File: src/rtl/port_share_arbiter.sv
// Round-robin arbiter that lets requesters A and B share one datapath port.
// It owns a one-entry registered output slot with a valid/ready handshake and keeps debug grant counters.
module port_share_arbiter #(
  parameter int WIDTH = 64,
  parameter int CNT_W = 16
) (
  input  logic             clk,
  input  logic             resetN,
  input  logic             reqA,
  input  logic [WIDTH-1:0] dataA,
  output logic             ackA,
  input  logic             reqB,
  input  logic [WIDTH-1:0] dataB,
  output logic             ackB,
  output logic             outValid,
  output logic [WIDTH-1:0] outData,
  input  logic             outReady,
  output logic             grantSel,
  output logic [CNT_W-1:0] cntA,
  output logic [CNT_W-1:0] cntB
);

  typedef enum logic [1:0] {
    IDLE   = 2'd0,
    HOLD_A = 2'd1,
    HOLD_B = 2'd2
  } state_t;

  localparam logic SEL_A = 1'b0;
  localparam logic SEL_B = 1'b1;

  state_t             state_q, state_d;
  logic               lastGrant_q, lastGrant_d;
  logic [WIDTH-1:0]   outData_q, outData_d;
  logic               grantSel_q, grantSel_d;
  logic [CNT_W-1:0]   cntA_q, cntA_d;
  logic [CNT_W-1:0]   cntB_q, cntB_d;

  logic slotFree;
  logic grantA;
  logic grantB;

  // A full slot may be drained and refilled on the same edge, so a ready consumer frees it.
  // Gating with resetN keeps the acks low while reset is held, whatever the requesters do.
  assign slotFree = (state_q == IDLE) || outReady;
  assign grantA   = resetN && slotFree && reqA && (!reqB || (lastGrant_q == SEL_B));
  assign grantB   = resetN && slotFree && reqB && (!reqA || (lastGrant_q == SEL_A));

  assign ackA     = grantA;
  assign ackB     = grantB;
  assign outValid = (state_q != IDLE);
  assign outData  = outData_q;
  assign grantSel = grantSel_q;
  assign cntA     = cntA_q;
  assign cntB     = cntB_q;

  always_comb begin
    state_d     = state_q;
    lastGrant_d = lastGrant_q;
    outData_d   = outData_q;
    grantSel_d  = grantSel_q;
    cntA_d      = cntA_q;
    cntB_d      = cntB_q;
    if (grantA) begin
      state_d     = HOLD_A;
      lastGrant_d = SEL_A;
      outData_d   = dataA;
      grantSel_d  = SEL_A;
      if (cntA_q != {CNT_W{1'b1}}) cntA_d = cntA_q + CNT_W'(1);
    end else if (grantB) begin
      state_d     = HOLD_B;
      lastGrant_d = SEL_B;
      outData_d   = dataB;
      grantSel_d  = SEL_B;
      if (cntB_q != {CNT_W{1'b1}}) cntB_d = cntB_q + CNT_W'(1);
    end else if ((state_q != IDLE) && outReady) begin
      // Drained with nothing to refill: data and select keep their last values.
      state_d = IDLE;
    end
  end

  always_ff @(posedge clk or negedge resetN) begin
    if (!resetN) begin
      state_q     <= IDLE;
      lastGrant_q <= SEL_B;
      outData_q   <= '0;
      grantSel_q  <= SEL_A;
      cntA_q      <= '0;
      cntB_q      <= '0;
    end else begin
      state_q     <= state_d;
      lastGrant_q <= lastGrant_d;
      outData_q   <= outData_d;
      grantSel_q  <= grantSel_d;
      cntA_q      <= cntA_d;
      cntB_q      <= cntB_d;
    end
  end

endmodule
File: config.mk
export PLATFORM = sky130hd
export DESIGN_NAME = port_share_arbiter
export DESIGN_NICKNAME = d
export VERILOG_FILES = /design/src/rtl/port_share_arbiter.sv
export SDC_FILE = /design/constraint.sdc
export NUM_CORES = 1
export LEC_CHECK = 0
export BUFFER_PORTS_ARGS = -buffer_cell sky130_fd_sc_hd__buf_2
export CORE_MARGIN = 10
export CORE_UTILIZATION = 36
export CTS_CLUSTER_SIZE = 8
export DETAILED_ROUTE_END_ITERATION = 16
export GPL_ROUTABILITY_DRIVEN = 0
export PLACE_DENSITY = 0.65
export SLEW_MARGIN = 20
export SYNTH_ARGS = -nofsm -noshare
export SYNTH_HDL_FRONTEND = slang
export SYNTH_SLANG_ARGS = --single-unit
File: constraint.sdc
create_clock -name clk -period 6.1 [get_ports clk]
set_clock_uncertainty 0.1 [all_clocks]
set_input_delay 1.525 -clock clk [delete_from_list [all_inputs] [get_ports clk]]
set_output_delay 1.525 -clock clk [all_outputs]
set_load 0.05 [all_outputs]
### Yosys cells after proc, flatten, opt, wreduce, memory -nomap -nowiden

Cells that the tools add are included.

* muxes and demuxes: 7
* reductions and logical operators: 17
* bitwise logic cells: 2
* shift operators: 0
* $add $sub $neg: 2
* divide/modulo/power cells: 0
* multipliers: 0
* order comparisons: 0
* equal/unequal tests: 2

Operators with widths (count)
* $mux W64: 2
* $add A16 B1 Y16 const B: 2
* $ne A16 B16 Y1 const B: 2
* $logic_and A1 B1 Y1: 6
* $mux W2: 3
* $reduce_bool A2 Y1: 2
* $logic_or A1 B1 Y1: 3
* $reduce_and A3 Y1: 1
* $reduce_bool A3 Y1: 1
* $logic_not A1 Y1: 2
* $logic_not A2 Y1: 1
* $mux W1: 2
* $not A1 Y1: 2
* $reduce_and A2 Y1: 1

* memory bits (writable): 0
* memories: 0
* word-level logic and storage cells: 36
* register bits after elaboration: 100
* bits in latches: 0
* input bits: 133
* memory bits (read-only): 0
* output and inout port bits: 100

### Longest topological paths before layout

Gate-level depths: netlist (run 1).

* word-level depth: 7
* mapped depth: 7
* mapped depth without buffers: 5

### Least setup slack after synthesis (run 1)

Ideal clock, no wire load.

* kind: input -> output
* start: in outReady
* end: out ackB
* path slack: 1.808 ns
* buffers on the path: 1
* stages: 4
* arrival time: 2.667 ns
* required time: 4.475 ns
* cell sequence: o21bai_2 nand4_1 inv_1 clkbuf_1

* cells in the longest elaborated chain, start to end: 4

RTL lines
* from (decl): RTL line 17 `input logic outReady,`
* $logic_or A1 B1 Y1: RTL line 45 `assign slotFree = (state_q == IDLE) || outReady;`
* $logic_and A1 B1 Y1 (3 in series): RTL line 47 `assign grantB = resetN && slotFree && reqB && (!reqA || (lastGrant_q == SEL_A));`
* to (decl): RTL line 14 `output logic ackB,`

Every way passes these cells.

### Worst setup path in the final report (run 1)

* start: in resetN
* end: out ackA

* cells in the longest elaborated chain, start to end: 3

RTL lines
* from (decl): RTL line 8 `input logic resetN,`
* $logic_and A1 B1 Y1 (3 in series): RTL line 46 `assign grantA = resetN && slotFree && reqA && (!reqB || (lastGrant_q == SEL_B));`
* to (decl): RTL line 11 `output logic ackA,`

Every way passes these cells.

==> impl_metrics.ini, run 1 <==
[run_status]
status = completed

[cells_and_area]
drive_above_1_share_pct = 40.4
nets = 796
area_growth_pct = 36.9
multi_input_area_um2 = 1810
num_antenna_cells = 0
seqCellArea_um2 = 2500
fillers = 1110
fin_util_pct = 50.4
fin_area_um2 = 6070

[cts]
clock_path_buffers = 2
root_buffer = clkbuf_16
cts_max_level = 3
clkSinkCount = 100
ctsHoldBuffers = 0
cts_tree = yes
post_cts_buffers = 0
clock_latency_ns = 0.33
cts_resized = 0
cts-buffers-inserted = 9
clkTransAtPathRegs_ns = 0.06

[sta]
period_needed_ns = 4.34
drv_slew = 0
setup_violations = 0
finalHoldViolations = 0
fmax_mhz = 230
tns_ns = 0
fin_hold_ws_ns = 0.367
finalCritPeriodShare_pct = 71.2
tightest_slew_ns = 0.981
rsz0062_at_grt = no
maxSlewHeadroom_pct = 33.7

[synthesis]
syn_nets = 571
yosys-top-cells-count = nand2_1, dfrtp_1, a22oi_1, nand4_1, xor2_1
ys.flop_type = dfrtp_1
synthMostInstantiatedCell = nand2_1
postSynthAreaPerCell_um2 = 10.2
synth_cells = 436
synth_warnings = 0
synth_area_leader_cell = dfrtp_1
synth_top_cell_area_share_pct = 55.9
ys_types = 41
async_reset_ff_share_pct = 100
syn_area_um2 = 4440
synth_area_leaders = dfrtp_1, nand2_1, a22oi_1
synth_seq_cells = 100
synth-edff-count = 0
seq_area_frac_synth_pct = 56.4

[die]
die_area_um2 = 17200
die_width_um = 131
start_util_pct = 36.8
num_rows = 40
io_pins = 233
die_y_um = 131
core_area_um2 = 12100

[grt]
grt_pass1_vias = 4274
gr-total-overflow = 0
gr-usage-met3_pct = 5.96
grt.total_usage_pct = 15.2
use_met2_pct = 25.1
top_usage_layer = met2
grt_pass1_wl_um = 21200
antenna_found_initial = 0
grt_max_degree = 87
met1_usage_pct = 18.0

[power_and_ir_drop]
total_power_uw = 2560
p_leak_uw = 0.00327
pwr-share-seq_pct = 36.3
max-vdd-ir-drop_uv = 345
sw_frac_of_total_pct = 44.7
power_frac_comb_pct = 40.4
powerDensity_nw_per_um2 = 421
p_switching_uw = 1140
p_clk_share_pct = 23.3
power.internal_uw = 1420

[route]
drtIter0Drc = 217
vias = 4106
drt-total-wl_um = 13700
detail_route.vias_per_cell = 4.92
antenna_left = 0
drtPass1Iterations = 4
route.detailed.drc = 0
wire_per_inst_um = 16.4

[setup_path]
reg2reg_slack_ns = 3.63
cp.required_ns = 4.47
cp_slowest_cell = or3_1
worstSetupPathType = in -> out
crit_chain = buf_4 > nand2_1 > or3_1 > inv_2 > buf_2
cp-startpoint = resetN
cpPeakStageDelay_ns = 0.47
cp-start-kind = input pin
worst_setup_path_end_kind = primary output
worstReg2RegEnd = cntA[1]
cp_max_fo = 20
cp.arrival_ns = 2.72
regToRegStartpoint = state_q[1]
ff2ff_path_depth = 6

[hold_path]
worstHoldPathType = reg -> reg
whs_path_depth = 2
hp-start = outData[49]
min_to = outData[49]

[place]
port_buffers = 232
placedInstanceArea_um2 = 5740
dpl.hpwl_um = 10500

[flow_run]
maxCapViolCount = 0
-- per-layer routing --
layer / vias up / wire length, um
met5: - / 0
met4: 0 / 117
met3: 9 / 1470
met2: 163 / 6700
met1: 1952 / 5370
li1: 1982 / -
-- critical path: cells and delay by family --
family | cells | cell delay, ns
buffers and inverters | 3 | 0.61
and+or+nand+nor | 2 | 0.59
-- worst max path at each step --
stage	depth (start not counted)	to
2_1_floorplan	4	ackB
3_3_place_gp	5	ackA
3_5_place_dp	5	ackA
4_1_cts	5	ackA
5_1_grt	5	ackA
6_report	5	ackA
-- layout by cell type, fill, tap and decap left out, types with 2 or more instances in the layout --
cell,synthesis,layout
nor4_1,3,3
nor4b_2,2,2
nand3_1,10,10
and2_1,4,4
xnor2_1,14,14
xor2_1,15,15
nor4b_1,2,2
bufinv_16,0,2
buf_4,1,6
inv_1,3,2
nand2_1,139,139
nor3_1,7,7
and3_1,3,3
buf_2,14,231
a22oi_1,64,64
dfrtp_1,99,99
o21ai_0,2,2
or2_2,2,2
ha_1,2,2
nand4_1,17,17
clkinvlp_4,0,2
inv_2,1,2
nor4_2,3,2
clkbuf_16,0,9
mux2_2,2,2
-- registers in the layout (all words and copies together) (netlist names) --
signal	flops
state_q	2
cntB	16
grantSel	1
lastGrant_q	1
cntA	16
outData	64
-- stage by stage --
stage	setup slack (ns)	std cells
after floorplan	1.81	436
after global placement	1.80	818
after detailed placement	1.74	818
after CTS	1.74	834
after global routing	1.67	834
final	1.76	834
-- cells by family (layout without fill, tap and decap cells) --
logic type / Yosys count / in the layout / synth area share, %
AND/OR/NAND/NOR: 204 / 204 / 21.8
flip-flops: 100 / 100 / 56.4
AO/OA/AOI/OAI: 71 / 71 / 12.1
XOR/XNOR: 29 / 29 / 5.73
buffers and inverters: 28 / 258 / 2.85
adder cells (fa/ha/maj): 2 / 2 / 0.564
multiplexers: 2 / 2 / 0.508
-- power groups by stage --
| stage | registers (uW) | clock network (uW) | logic [uW] |
|---|---|---|---|
| 2_1_floorplan | 1460 | 0 | 214 |
| 3_3_place_gp | 934 | 0 | 1030 |
| 3_5_place_dp | 941 | 0 | 1050 |
| 4_1_cts | 931 | 619 | 1050 |
| 5_1_grt | 955 | 652 | 1100 |
| 6_report | 929 | 595 | 1030 |
-- cell type report --
| class | instances | area share, % |
|---|---|---|
| Tap cell | 168 | 3.46 |
| Timing Repair Buffer | 238 | 20.0 |
| Inverter | 4 | 0.247 |
| Clock inverter | 6 | 1.46 |
| Clock buffer | 10 | 3.77 |
| Multi-Input combinational cell | 308 | 29.9 |
| Sequential cell | 100 | 41.2 |
Power figures use the tool's default switching activity.
==> run 2: changes to the inputs <==
--- a/config.mk
+++ b/config.mk
@@ -5,13 +5,14 @@
 export SDC_FILE = /design/constraint.sdc
 export NUM_CORES = 1
 export LEC_CHECK = 0
+export ABC_AREA = 1
 export BUFFER_PORTS_ARGS = -buffer_cell sky130_fd_sc_hd__buf_2
 export CORE_MARGIN = 10
 export CORE_UTILIZATION = 36
 export CTS_CLUSTER_SIZE = 8
 export DETAILED_ROUTE_END_ITERATION = 16
 export GPL_ROUTABILITY_DRIVEN = 0
-export PLACE_DENSITY = 0.65
+export PLACE_DENSITY = 0.66
 export SLEW_MARGIN = 20
 export SYNTH_ARGS = -nofsm -noshare
 export SYNTH_HDL_FRONTEND = slang
==> constraint.sdc (replaced) <==
create_clock -name clk -period 3.7 [get_ports clk]
set_clock_uncertainty 0.1 [all_clocks]
set_input_delay 0.925 -clock clk [delete_from_list [all_inputs] [get_ports clk]]
set_output_delay 0.925 -clock clk [all_outputs]
set_load 0.05 [all_outputs]
==> impl_metrics.ini, run 2 <==
[setup_path]
cp-start-kind = input pin
cp.arrival_ns = 1.99
regToRegStartpoint = lastGrant_q
cp-startpoint = reqB
worstSetupPathType = in -> out
worst_setup_path_end_kind = primary output
cp.required_ns = 2.67
cp_max_fo = 16
cpPeakStageDelay_ns = 0.36
cp_slowest_cell = nor2_4
crit_chain = buf_2 > inv_2 > a21oi_2 > inv_1 > nor2_4 > buf_2
cpMostUsedCell = buf_2

[sta]
period_needed_ns = 3.01
drv_slew = 0
tns_ns = 0
setup_violations = 0
fin_ws_ns = 0.687
maxSlewHeadroom_pct = 41.1
tightest_slew_ns = 0.883
finalCritPeriodShare_pct = 81.4
finalHoldViolations = 0
fmax_mhz = 332
rsz0062_at_grt = no

[cells_and_area]
largest_reg_flops = 64
nets = 1013
fin_area_um2 = 6620
instances_no_fill = 1062
final_common_cell = nand2_1
final_cell_mix = nand2_1, buf_2, dfrtp_1, nand3_1, nor2_1
drive_above_1_share_pct = 30.7
num_antenna_cells = 0
area_growth_pct = 32.1

[power_and_ir_drop]
p_clk_share_pct = 18.2
max-vdd-ir-drop_uv = 466
p_leak_uw = 0.00346
powerDensity_nw_per_um2 = 896
power.internal_uw = 2860
p_switching_uw = 3070
pwr-share-seq_pct = 31.3
power_frac_comb_pct = 50.5
total_power_uw = 5940
sw_frac_of_total_pct = 51.7

[die]
die_width_um = 138
die_y_um = 138
core_area_um2 = 13800
die_area_um2 = 19000
num_rows = 43
start_util_pct = 36.4
io_pins = 233

[synthesis]
synth_cells = 655
postSynthAreaPerCell_um2 = 7.65
seq_area_frac_synth_pct = 49.9
synth_area_leaders = dfrtp_1, nand2_1, nand3_1
synth-edff-count = 0
async_reset_ff_share_pct = 100
syn_area_um2 = 5010
ys_types = 29
synth_warnings = 0
synthMostInstantiatedCell = nand2_1
ys.flop_type = dfrtp_1
synth_top_cell_area_share_pct = 49.4
syn_nets = 790
synth_area_leader_cell = dfrtp_1
synth_seq_cells = 100
yosys-top-cells-count = nand2_1, dfrtp_1, nand3_1, nor2_1, inv_1

[route]
wl_met1_um = 6970
drtIter0Drc = 252
detail_route.vias_per_cell = 4.67
highest_layer = met5
wl_met2_um = 7650
route.met3.wl_um = 1130
vias = 4963
antenna_left = 0
drtPass1Iterations = 4
wire_per_inst_um = 15.1
drt-total-wl_um = 16000
route.detailed.drc = 0

[place]
place.detailed.instances = 1047
dpl.hpwl_um = 12300
placedInstanceArea_um2 = 6280
port_buffers = 232
pre_cts_ws_ns = 0.670

[grt]
grt.total_usage_pct = 16.1
antenna_found_initial = 1
grt_pass1_wl_um = 25700
gr-total-overflow = 0
grt_pass1_vias = 4954
grt_max_degree = 69

[cts]
post_cts_buffers = 0
root_buffer = clkbuf_16
cts-buffers-inserted = 9
clock_path_buffers = 2
clkTransAtPathRegs_ns = 0.07
ctsHoldBuffers = 0
cts_max_level = 3
cts_tree = yes
clkSinkCount = 100
cts_resized = 0
clock_latency_ns = 0.35

[flow_run]
maxCapViolCount = 0

[hold_path]
worstHoldPathType = reg -> reg
hp-start = grantSel

[run_status]
status = completed
-- run 2: stage by stage --
stage / utilization (%) / hold WS (ns)
after global routing: 48.1 / 0.395
after CTS: 48.1 / 0.378
after detailed placement: 45.6 / 0.360
after global placement: 45.6 / 0.351
after floorplan: - / 0.416
final: 48.1 / 0.373
-- run 2: power groups by stage --
stage                     registers, uW  logic [uW]  clock network, uW
final                              1860        3000               1080
after global routing               1930        3180               1150
after CTS                          1860        3040               1110
after detailed placement           1870        3040                  0
after global placement             1860        3020                  0
after floorplan                    3350         740                  0
-- run 2: worst max-delay path: cells and delay by family --
kind,cells,cell delay (ns)
compound gates,1,0.12
simple gates,1,0.36
buf+inv,4,0.58
-- run 2: final timing paths --
path	end	slack, ns	depth (start not counted)
worst min-delay path	grantSel	0.37	2
worst max-delay path	ackB	0.69	6
worst max register to register	outData[62]	1.42	8
worst min register to register	grantSel	0.37	2
max in group asynchronous	outData[42]	1.70	3
min in group asynchronous	state_q[0]	0.54	2
-- run 2: final cells by class --
| class | instances | area [um2] |
|---|---|---|
| Timing Repair Buffer | 239 | 1230 |
| Clock inverter | 5 | 100 |
| Inverter | 26 | 97.6 |
| Fill cell | 1437 | 7150 |
| Tap cell | 180 | 225 |
| Multi-Input combinational cell | 502 | 2230 |
| Sequential cell | 100 | 2500 |
| Clock buffer | 10 | 239 |
-- run 2: cell families after synthesis --
family                   count (synthesis)  synth area share, %
AO/OA/AOI/OAI                           28                 3.49
XOR/XNOR                                12                 2.10
adder cells (fa/ha/maj)                  2                0.499
buffers and inverters                   53                 5.62
flip-flops                             100                 49.9
AND/OR/NAND/NOR                        460                 38.4
-- run 2: per-layer routing --
layer,up-vias,global-route usage (%)
met1,2254,19.3
met5,-,0
li1,2524,-
met2,164,26.9
met4,2,5.72
met3,19,4.62
